File: src/rtl/lsu_mem_stage_if.sv
`default_nettype none
`timescale 1ns/1ps
// ============================================================================
// Module   : lsu_mem_stage_if
// Purpose  : Bundles the three channels of the load/store unit.
//            - request  : execute -> LSU (req_*)
//            - data bus : LSU <-> data memory (mem_*)
//            - response : LSU -> register write-back (resp_*)
// Modports : slave  - the LSU's view (accepts requests, masters the bus)
//            master - the environment's view (execute, memory, write-back)
// Revision : 1.0 - initial release
// ============================================================================
interface lsu_mem_stage_if;

  // Request channel
  logic        req_valid;
  logic        req_ready;
  logic        req_is_store;
  logic [2:0]  req_funct3;
  logic [31:0] req_addr;
  logic [31:0] req_wdata;
  logic [4:0]  req_rd;

  // Data-memory bus
  logic        mem_req;
  logic        mem_we;
  logic [31:0] mem_addr;
  logic [31:0] mem_wdata;
  logic [3:0]  mem_wstrb;
  logic        mem_ready;
  logic [31:0] mem_rdata;

  // Response channel
  logic        resp_valid;
  logic        resp_wb;
  logic [4:0]  resp_rd;
  logic [31:0] resp_data;
  logic        resp_err;
  logic [1:0]  resp_err_code;

  modport slave (
    input  req_valid, req_is_store, req_funct3, req_addr, req_wdata, req_rd,
    output req_ready,
    output mem_req, mem_we, mem_addr, mem_wdata, mem_wstrb,
    input  mem_ready, mem_rdata,
    output resp_valid, resp_wb, resp_rd, resp_data, resp_err, resp_err_code
  );

  modport master (
    output req_valid, req_is_store, req_funct3, req_addr, req_wdata, req_rd,
    input  req_ready,
    input  mem_req, mem_we, mem_addr, mem_wdata, mem_wstrb,
    output mem_ready, mem_rdata,
    input  resp_valid, resp_wb, resp_rd, resp_data, resp_err, resp_err_code
  );

endinterface
`default_nettype wire

File: src/rtl/lsu_mem_stage.sv
`default_nettype none
`timescale 1ns/1ps
// ============================================================================
// Module   : lsu_mem_stage
// Purpose  : Load/store unit behind the execute ALU. Validates the access,
//            runs one word-wide bus transaction (req/ready handshake with an
//            optional timeout) and returns formatted load data or an error.
// Ports    : clk  - clock, all state on the rising edge
//            rst  - asynchronous active-high reset
//            bus  - lsu_mem_stage_if.slave (request, memory bus, response)
// Params   : TIMEOUT - bus cycles to wait for mem_ready (0 = wait forever)
//            CNT_W   - wait-counter width, must hold TIMEOUT
// Revision : 1.0 - initial release
// ============================================================================
module lsu_mem_stage #(
  parameter int TIMEOUT = 16,
  parameter int CNT_W   = 8
) (
  input  logic           clk,
  input  logic           rst,
  lsu_mem_stage_if.slave bus
);

  typedef enum logic [0:0] {
    S_IDLE = 1'b0,
    S_BUS  = 1'b1
  } state_t;

  // The timeout fires on the edge where the counter would reach TIMEOUT,
  // so mem_req is high for exactly TIMEOUT bus cycles.
  localparam logic [CNT_W-1:0] c_tmo_last  = (TIMEOUT > 0) ? CNT_W'(TIMEOUT - 1) : '0;
  localparam logic [1:0]       c_err_none  = 2'b00;
  localparam logic [1:0]       c_err_align = 2'b01;
  localparam logic [1:0]       c_err_ill   = 2'b10;
  localparam logic [1:0]       c_err_tmo   = 2'b11;

  state_t           r_state, w_state_nxt;
  logic [CNT_W-1:0] r_cnt, w_cnt_nxt;

  // Captured transaction
  logic        r_we;
  logic [31:0] r_addr;
  logic [1:0]  r_lane;
  logic [31:0] r_wdata;
  logic [3:0]  r_wstrb;
  logic [2:0]  r_funct3;
  logic [4:0]  r_rd;

  // Response registers
  logic        r_resp_valid, w_resp_valid;
  logic        r_resp_wb,    w_resp_wb;
  logic [4:0]  r_resp_rd,    w_resp_rd;
  logic [31:0] r_resp_data,  w_resp_data;
  logic        r_resp_err,   w_resp_err;
  logic [1:0]  r_resp_code,  w_resp_code;

  logic        w_capture;
  logic        w_illegal;
  logic        w_misalign;
  logic        w_tmo;
  logic [31:0] w_st_wdata;
  logic [3:0]  w_st_wstrb;
  logic [7:0]  w_byte;
  logic [15:0] w_half;
  logic [31:0] w_load_data;

  // --------------------------------------------------------------------------
  // Request validation
  // --------------------------------------------------------------------------
  always_comb begin
    w_illegal = 1'b0;
    if (bus.req_is_store) begin
      w_illegal = bus.req_funct3[2] || (bus.req_funct3[1:0] == 2'b11);
    end else begin
      w_illegal = (bus.req_funct3 == 3'b011) || (bus.req_funct3 == 3'b110) ||
                  (bus.req_funct3 == 3'b111);
    end
    // funct3[1:0] encodes size for every legal code (00 byte, 01 half, 10 word)
    w_misalign = ((bus.req_funct3[1:0] == 2'b01) && bus.req_addr[0]) ||
                 ((bus.req_funct3[1:0] == 2'b10) && (bus.req_addr[1:0] != 2'b00));
  end

  // --------------------------------------------------------------------------
  // Store lane replication and byte enables (loads drive no strobes)
  // --------------------------------------------------------------------------
  always_comb begin
    w_st_wdata = '0;
    w_st_wstrb = '0;
    if (bus.req_is_store) begin
      case (bus.req_funct3[1:0])
        2'b00: begin
          w_st_wdata = {4{bus.req_wdata[7:0]}};
          w_st_wstrb = 4'b0001 << bus.req_addr[1:0];
        end
        2'b01: begin
          w_st_wdata = {2{bus.req_wdata[15:0]}};
          w_st_wstrb = bus.req_addr[1] ? 4'b1100 : 4'b0011;
        end
        default: begin
          w_st_wdata = bus.req_wdata;
          w_st_wstrb = 4'b1111;
        end
      endcase
    end
  end

  // --------------------------------------------------------------------------
  // Load data extraction and extension
  // --------------------------------------------------------------------------
  always_comb begin
    case (r_lane)
      2'd0:    w_byte = bus.mem_rdata[7:0];
      2'd1:    w_byte = bus.mem_rdata[15:8];
      2'd2:    w_byte = bus.mem_rdata[23:16];
      default: w_byte = bus.mem_rdata[31:24];
    endcase
    w_half = r_lane[1] ? bus.mem_rdata[31:16] : bus.mem_rdata[15:0];
    case (r_funct3)
      3'b000:  w_load_data = {{24{w_byte[7]}}, w_byte};
      3'b001:  w_load_data = {{16{w_half[15]}}, w_half};
      3'b100:  w_load_data = {24'h0, w_byte};
      3'b101:  w_load_data = {16'h0, w_half};
      default: w_load_data = bus.mem_rdata;
    endcase
  end

  assign w_tmo = (TIMEOUT != 0) && (r_cnt == c_tmo_last);

  // --------------------------------------------------------------------------
  // Next-state and response logic
  // --------------------------------------------------------------------------
  always_comb begin
    w_state_nxt  = r_state;
    w_cnt_nxt    = r_cnt;
    w_capture    = 1'b0;
    w_resp_valid = 1'b0;
    w_resp_wb    = 1'b0;
    w_resp_rd    = '0;
    w_resp_data  = '0;
    w_resp_err   = 1'b0;
    w_resp_code  = c_err_none;
    case (r_state)
      S_IDLE: begin
        if (bus.req_valid) begin
          if (w_illegal || w_misalign) begin
            // Rejected without touching the bus; report on the next cycle
            w_resp_valid = 1'b1;
            w_resp_err   = 1'b1;
            w_resp_rd    = bus.req_rd;
            w_resp_code  = w_illegal ? c_err_ill : c_err_align;
          end else begin
            w_state_nxt = S_BUS;
            w_cnt_nxt   = '0;
            w_capture   = 1'b1;
          end
        end
      end
      S_BUS: begin
        // A completion in the expiry cycle still wins over the timeout
        if (bus.mem_ready) begin
          w_state_nxt  = S_IDLE;
          w_resp_valid = 1'b1;
          w_resp_rd    = r_rd;
          if (!r_we) begin
            w_resp_data = w_load_data;
            w_resp_wb   = (r_rd != 5'd0);
          end
        end else if (w_tmo) begin
          w_state_nxt  = S_IDLE;
          w_resp_valid = 1'b1;
          w_resp_rd    = r_rd;
          w_resp_err   = 1'b1;
          w_resp_code  = c_err_tmo;
        end else begin
          w_cnt_nxt = r_cnt + CNT_W'(1);
        end
      end
      default: w_state_nxt = S_IDLE;
    endcase
  end

  // --------------------------------------------------------------------------
  // State register
  // --------------------------------------------------------------------------
  always_ff @(posedge clk or posedge rst) begin
    if (rst) begin
      r_state <= S_IDLE;
      r_cnt   <= '0;
    end else begin
      r_state <= w_state_nxt;
      r_cnt   <= w_cnt_nxt;
    end
  end

  // --------------------------------------------------------------------------
  // Transaction capture and response registers
  // --------------------------------------------------------------------------
  always_ff @(posedge clk or posedge rst) begin
    if (rst) begin
      r_we         <= 1'b0;
      r_addr       <= '0;
      r_lane       <= '0;
      r_wdata      <= '0;
      r_wstrb      <= '0;
      r_funct3     <= '0;
      r_rd         <= '0;
      r_resp_valid <= 1'b0;
      r_resp_wb    <= 1'b0;
      r_resp_rd    <= '0;
      r_resp_data  <= '0;
      r_resp_err   <= 1'b0;
      r_resp_code  <= c_err_none;
    end else begin
      if (w_capture) begin
        r_we     <= bus.req_is_store;
        r_addr   <= {bus.req_addr[31:2], 2'b00};
        r_lane   <= bus.req_addr[1:0];
        r_wdata  <= w_st_wdata;
        r_wstrb  <= w_st_wstrb;
        r_funct3 <= bus.req_funct3;
        r_rd     <= bus.req_rd;
      end
      r_resp_valid <= w_resp_valid;
      r_resp_wb    <= w_resp_wb;
      r_resp_rd    <= w_resp_rd;
      r_resp_data  <= w_resp_data;
      r_resp_err   <= w_resp_err;
      r_resp_code  <= w_resp_code;
    end
  end

  assign bus.req_ready     = (r_state == S_IDLE);
  assign bus.mem_req       = (r_state == S_BUS);
  assign bus.mem_we        = r_we;
  assign bus.mem_addr      = r_addr;
  assign bus.mem_wdata     = r_wdata;
  assign bus.mem_wstrb     = r_wstrb;
  assign bus.resp_valid    = r_resp_valid;
  assign bus.resp_wb       = r_resp_wb;
  assign bus.resp_rd       = r_resp_rd;
  assign bus.resp_data     = r_resp_data;
  assign bus.resp_err      = r_resp_err;
  assign bus.resp_err_code = r_resp_code;

endmodule
`default_nettype wire

File: src/flat_wrapper.sv
// flat-port wrapper written by rule: the top's interface ports become plain ports
module lsu_mem_stage_flat 
#(
  parameter int TIMEOUT = 16,
  parameter int CNT_W   = 8
)
  (clk, rst, bus_req_valid, bus_req_is_store, bus_req_funct3, bus_req_addr, bus_req_wdata, bus_req_rd, bus_req_ready, bus_mem_req, bus_mem_we, bus_mem_addr, bus_mem_wdata, bus_mem_wstrb, bus_mem_ready, bus_mem_rdata, bus_resp_valid, bus_resp_wb, bus_resp_rd, bus_resp_data, bus_resp_err, bus_resp_err_code);
  lsu_mem_stage_if bus_i ();
  input  logic clk;
  input  logic rst;
  input wire logic [$bits(bus_i.req_valid)-1:0] bus_req_valid;
  input wire logic [$bits(bus_i.req_is_store)-1:0] bus_req_is_store;
  input wire logic [$bits(bus_i.req_funct3)-1:0] bus_req_funct3;
  input wire logic [$bits(bus_i.req_addr)-1:0] bus_req_addr;
  input wire logic [$bits(bus_i.req_wdata)-1:0] bus_req_wdata;
  input wire logic [$bits(bus_i.req_rd)-1:0] bus_req_rd;
  output wire logic [$bits(bus_i.req_ready)-1:0] bus_req_ready;
  output wire logic [$bits(bus_i.mem_req)-1:0] bus_mem_req;
  output wire logic [$bits(bus_i.mem_we)-1:0] bus_mem_we;
  output wire logic [$bits(bus_i.mem_addr)-1:0] bus_mem_addr;
  output wire logic [$bits(bus_i.mem_wdata)-1:0] bus_mem_wdata;
  output wire logic [$bits(bus_i.mem_wstrb)-1:0] bus_mem_wstrb;
  input wire logic [$bits(bus_i.mem_ready)-1:0] bus_mem_ready;
  input wire logic [$bits(bus_i.mem_rdata)-1:0] bus_mem_rdata;
  output wire logic [$bits(bus_i.resp_valid)-1:0] bus_resp_valid;
  output wire logic [$bits(bus_i.resp_wb)-1:0] bus_resp_wb;
  output wire logic [$bits(bus_i.resp_rd)-1:0] bus_resp_rd;
  output wire logic [$bits(bus_i.resp_data)-1:0] bus_resp_data;
  output wire logic [$bits(bus_i.resp_err)-1:0] bus_resp_err;
  output wire logic [$bits(bus_i.resp_err_code)-1:0] bus_resp_err_code;
  assign bus_i.req_valid = bus_req_valid;
  assign bus_i.req_is_store = bus_req_is_store;
  assign bus_i.req_funct3 = bus_req_funct3;
  assign bus_i.req_addr = bus_req_addr;
  assign bus_i.req_wdata = bus_req_wdata;
  assign bus_i.req_rd = bus_req_rd;
  assign bus_req_ready = bus_i.req_ready;
  assign bus_mem_req = bus_i.mem_req;
  assign bus_mem_we = bus_i.mem_we;
  assign bus_mem_addr = bus_i.mem_addr;
  assign bus_mem_wdata = bus_i.mem_wdata;
  assign bus_mem_wstrb = bus_i.mem_wstrb;
  assign bus_i.mem_ready = bus_mem_ready;
  assign bus_i.mem_rdata = bus_mem_rdata;
  assign bus_resp_valid = bus_i.resp_valid;
  assign bus_resp_wb = bus_i.resp_wb;
  assign bus_resp_rd = bus_i.resp_rd;
  assign bus_resp_data = bus_i.resp_data;
  assign bus_resp_err = bus_i.resp_err;
  assign bus_resp_err_code = bus_i.resp_err_code;
  lsu_mem_stage #(.TIMEOUT(TIMEOUT), .CNT_W(CNT_W)) u_core (.clk(clk), .rst(rst), .bus(bus_i));
endmodule
File: config.mk
export PLATFORM = sky130hd
export DESIGN_NAME = lsu_mem_stage_flat
export DESIGN_NICKNAME = d
export VERILOG_FILES = /design/src/rtl/lsu_mem_stage_if.sv /design/src/rtl/lsu_mem_stage.sv /design/src/flat_wrapper.sv
export SDC_FILE = /design/constraint.sdc
export NUM_CORES = 1
export LEC_CHECK = 0
export ABC_CLOCK_PERIOD_IN_PS = 4800
export CORE_ASPECT_RATIO = 1.5
export CORE_MARGIN = 4
export CORE_UTILIZATION = 44
export DETAILED_ROUTE_END_ITERATION = 6
export GPL_TIMING_DRIVEN = 0
export PLACE_DENSITY = 0.8
export SLEW_MARGIN = 20
export SYNTH_ARGS = -nofsm -noshare
export SYNTH_HDL_FRONTEND = slang
export SYNTH_SLANG_ARGS = --single-unit
File: constraint.sdc
create_clock -name clk -period 4.8 [get_ports clk]
set_clock_uncertainty 0.15 [all_clocks]
set_input_delay 0.48 -clock clk [delete_from_list [all_inputs] [get_ports clk]]
set_output_delay 0.48 -clock clk [all_outputs]
set_load 0.1 [all_outputs]
==> impl_results.md <==
- Status: completed
- Tot Pwr: 5.257 mW
- Worst Hold Class: input port to asynchronous set/reset pin
- Critical path class: register to primary output
- CP Max Fanout: 7
- Core area: 13020 um^2
- Initial drt markers: 174
- DR vias: 4941
- Share of cells above drive strength 1: 15.05%
- Setup violations, final: 0
- Initial antenna violation count: 0
- DRT Pass-1 Iters: 5
- Crit path arrival time: 2090 ps
- Die Wd: 102.2 um
- Post-synth top area share: 54.70%
- Post-DP HPWL: 12810 um
- Synth unique cells: 42
- NetSw: 2.501 mW
- Antenna Cells: 0
- Routed WL per cell: 18.18 um
- Area Overhead vs Synth: 51.28%
- Post-layout instance area: 8859 um^2
- Row count: 51
- Yosys warns: 0
- Number of vias per cell: 5.313
- Hold slack final: 337.9 ps
- Avg Inst Size Synth: 11.30 um^2
- Final hold violations: 0
- Yosys top cell by area: dfrtp_1
- Worst-Margin Slew: 1028 ps
- CTS resizes: 0
- Starting Density: 44.98%
- Non-Filler Instances: 930
- Synth top area cells: dfrtp_1 55%, mux2_2 11%, mux2i_1 6.0%
- Peak supply drop: 408.0 uV
- Setup ws final: 2084 ps
- Post-CTS Setup Inserts: 0
- Power share of the clock group: 23.8%
- Clock sinks: 128
- Setup TNS: 0 ps
- Synth Register Bits: 128
- Post-Synthesis Cells: 518
- Routed WL: 16910 um
- Largest net degree at the start of global routing: 75
- Max-slew violations: 0
- Max frequency: 0.3682 GHz
- Max cap viols: 0
- Clock transition at path regs: 50 ps
- Total global-route track usage: 22.84%
- H-tree depth: 4
- Most frequent cell after synthesis: dfrtp_1
- CP Capture Type: primary output
- CTS Hold Buffers Added: 0
- Cell count after placement: 898
- Required time worst endpoint: 4170 ps
- Reg power frac: 27.4%
- CP Launch Type: register
- Clock root cell: clkbuf_16
- Routed Antenna Nets: 0
- Share of synthesized registers carrying an async set or reset: 100.0%
- Worst-Skew Late Latency: 410 ps
- Grt ovf: 0
- Area after DPL: 8283 um^2
- Number of global-route vias before repair: 5391
- # DRC: 0
- CTS tree: yes
- PD cells: 593.4 nW/um^2
- Pre-CTS setup slack: 1873 ps
- Final Util: 68.05%
- Tcrit/Tclk final: 56.59%
- Slew headroom: 31.23%
- Num ports: 222
- Post-Syn Area: 5856 um^2
- Switching portion of total power: 47.58%
- Power Internal: 2.756 mW
- Number of flops mapped to enable cells by yosys: 0
- Period minus WS final: 2716 ps
- Sequential element share of the synthesized area: 54.70%
- Die Ht: 149.3 um
- Final Net Count: 868
- Max Buffers Root-to-Sink: 2
- Comb pwr share: 48.9%
- Top cell types by occurrence after synthesis: 128 x dfrtp_1, 55 x mux2_2, 47 x nand2_1
- Global-route wire length before repair: 27020 um
- Num CTS Buffers: 17
- Die ar.: 15260 um^2
- IO buf count: 219
- Top_reg_cell synth: dfrtp_1
- Gp weighted congestion: 0.8469
- Unrepaired setup endpoints after global routing: false
- Leakage power: 3.889 nW
[routing by layer]
layer / track usage (%) / share of wire (%) / wire (um)
met1: 25.48 / 37 / 6262
met2: 38.90 / 51 / 8693
met3: 6.551 / 7.0 / 1191
met4: 11.95 / 4.5 / 756
met5: 0 / 0 / 0
[power by group through the flow]
| stage | sequential (mW) | combinational, mW | clock [mW] |
|---|---|---|---|
| floorplan | 2.85 | 0.494 | 0 |
| global placement | 1.44 | 2.53 | 0 |
| detailed placement | 1.45 | 2.57 | 0 |
| CTS | 1.44 | 2.58 | 1.27 |
| global route | 1.47 | 2.67 | 1.32 |
| finish | 1.44 | 2.57 | 1.25 |
[layout by cell type, fill, tap and decap left out, drive strengths merged, types with 3 or more instances in the layout]
cell type and count:
clkdlybuf4s50 219, dfrtp 128, mux2 67, nand2 47
nor2 37, clkbuf 37, mux2i 35, inv 33
a21oi 31, o21ai 31, buf 19, nor2b 14
a21boi 8, a31oi 7, o221a 7, xor2 5
a22o 5, clkinv 5, a21o 3, nand2b 3
nand4 3, clkinvlp 3
[kinds of logic after synthesis]
| kind of cell | Yosys count | share of synthesized area [%] |
|---|---|---|
| mux | 103 | 19.25 |
| flops | 128 | 54.70 |
| fa+ha+maj | 1 | 0.2136 |
| simple gates | 114 | 8.803 |
| other cells | 1 | 0.06404 |
| compound gates | 100 | 10.96 |
| xor+xnor | 5 | 0.7478 |
| buf+inv | 66 | 5.256 |
[cell type report]
cell class	count	area, um^2
Buffer	33	183.9
Clock inverter	10	111.4
Sequential cell	128	3203
Clock buffer	22	464.2
Timing Repair Buffer	220	2220
Multi-Input combinational cell	325	2349
Fill cell	1006	4159
Inverter	33	128.9
Tap cell	159	198.9
[worst max-delay path, stage by stage (launching register included)]
cell and delay (ps):
dfrtp_1 450, inv_1 100, clkdlybuf4s50_1 1130
[path summary, 6_finish.rpt]
kind,from,to,slack [ps],depth (start not counted)
min reg2reg,u_core.bus.mem_addr[9],u_core.bus.mem_addr[9],340,1
max,u_core.bus.mem_req,bus_req_ready,2080,2
max reg2reg,u_core.r_lane[1],u_core.bus.resp_data[30],2690,7
min in group clk,u_core.bus.mem_addr[9],u_core.bus.mem_addr[9],340,1
min,rst,u_core.bus.mem_addr[14],340,2
max in group asynchronous,rst,u_core.r_cnt[1],3440,3
[flip-flops by register name (all words and copies together) (netlist names)]
signal,count
u_core.bus.mem_wdata,32
u_core.bus.resp_data,32
u_core.bus.mem_addr,30
u_core.r_cnt,8
u_core.bus.resp_rd,5
u_core.r_rd,5
u_core.bus.mem_wstrb,4
u_core.r_funct3,3
u_core.bus.resp_err_code,2
u_core.r_lane,2
u_core.bus.mem_req,1
u_core.bus.mem_we,1
u_core.bus.resp_err,1
u_core.bus.resp_valid,1
u_core.bus.resp_wb,1
No activity file was read; power rests on OpenSTA's default activity.
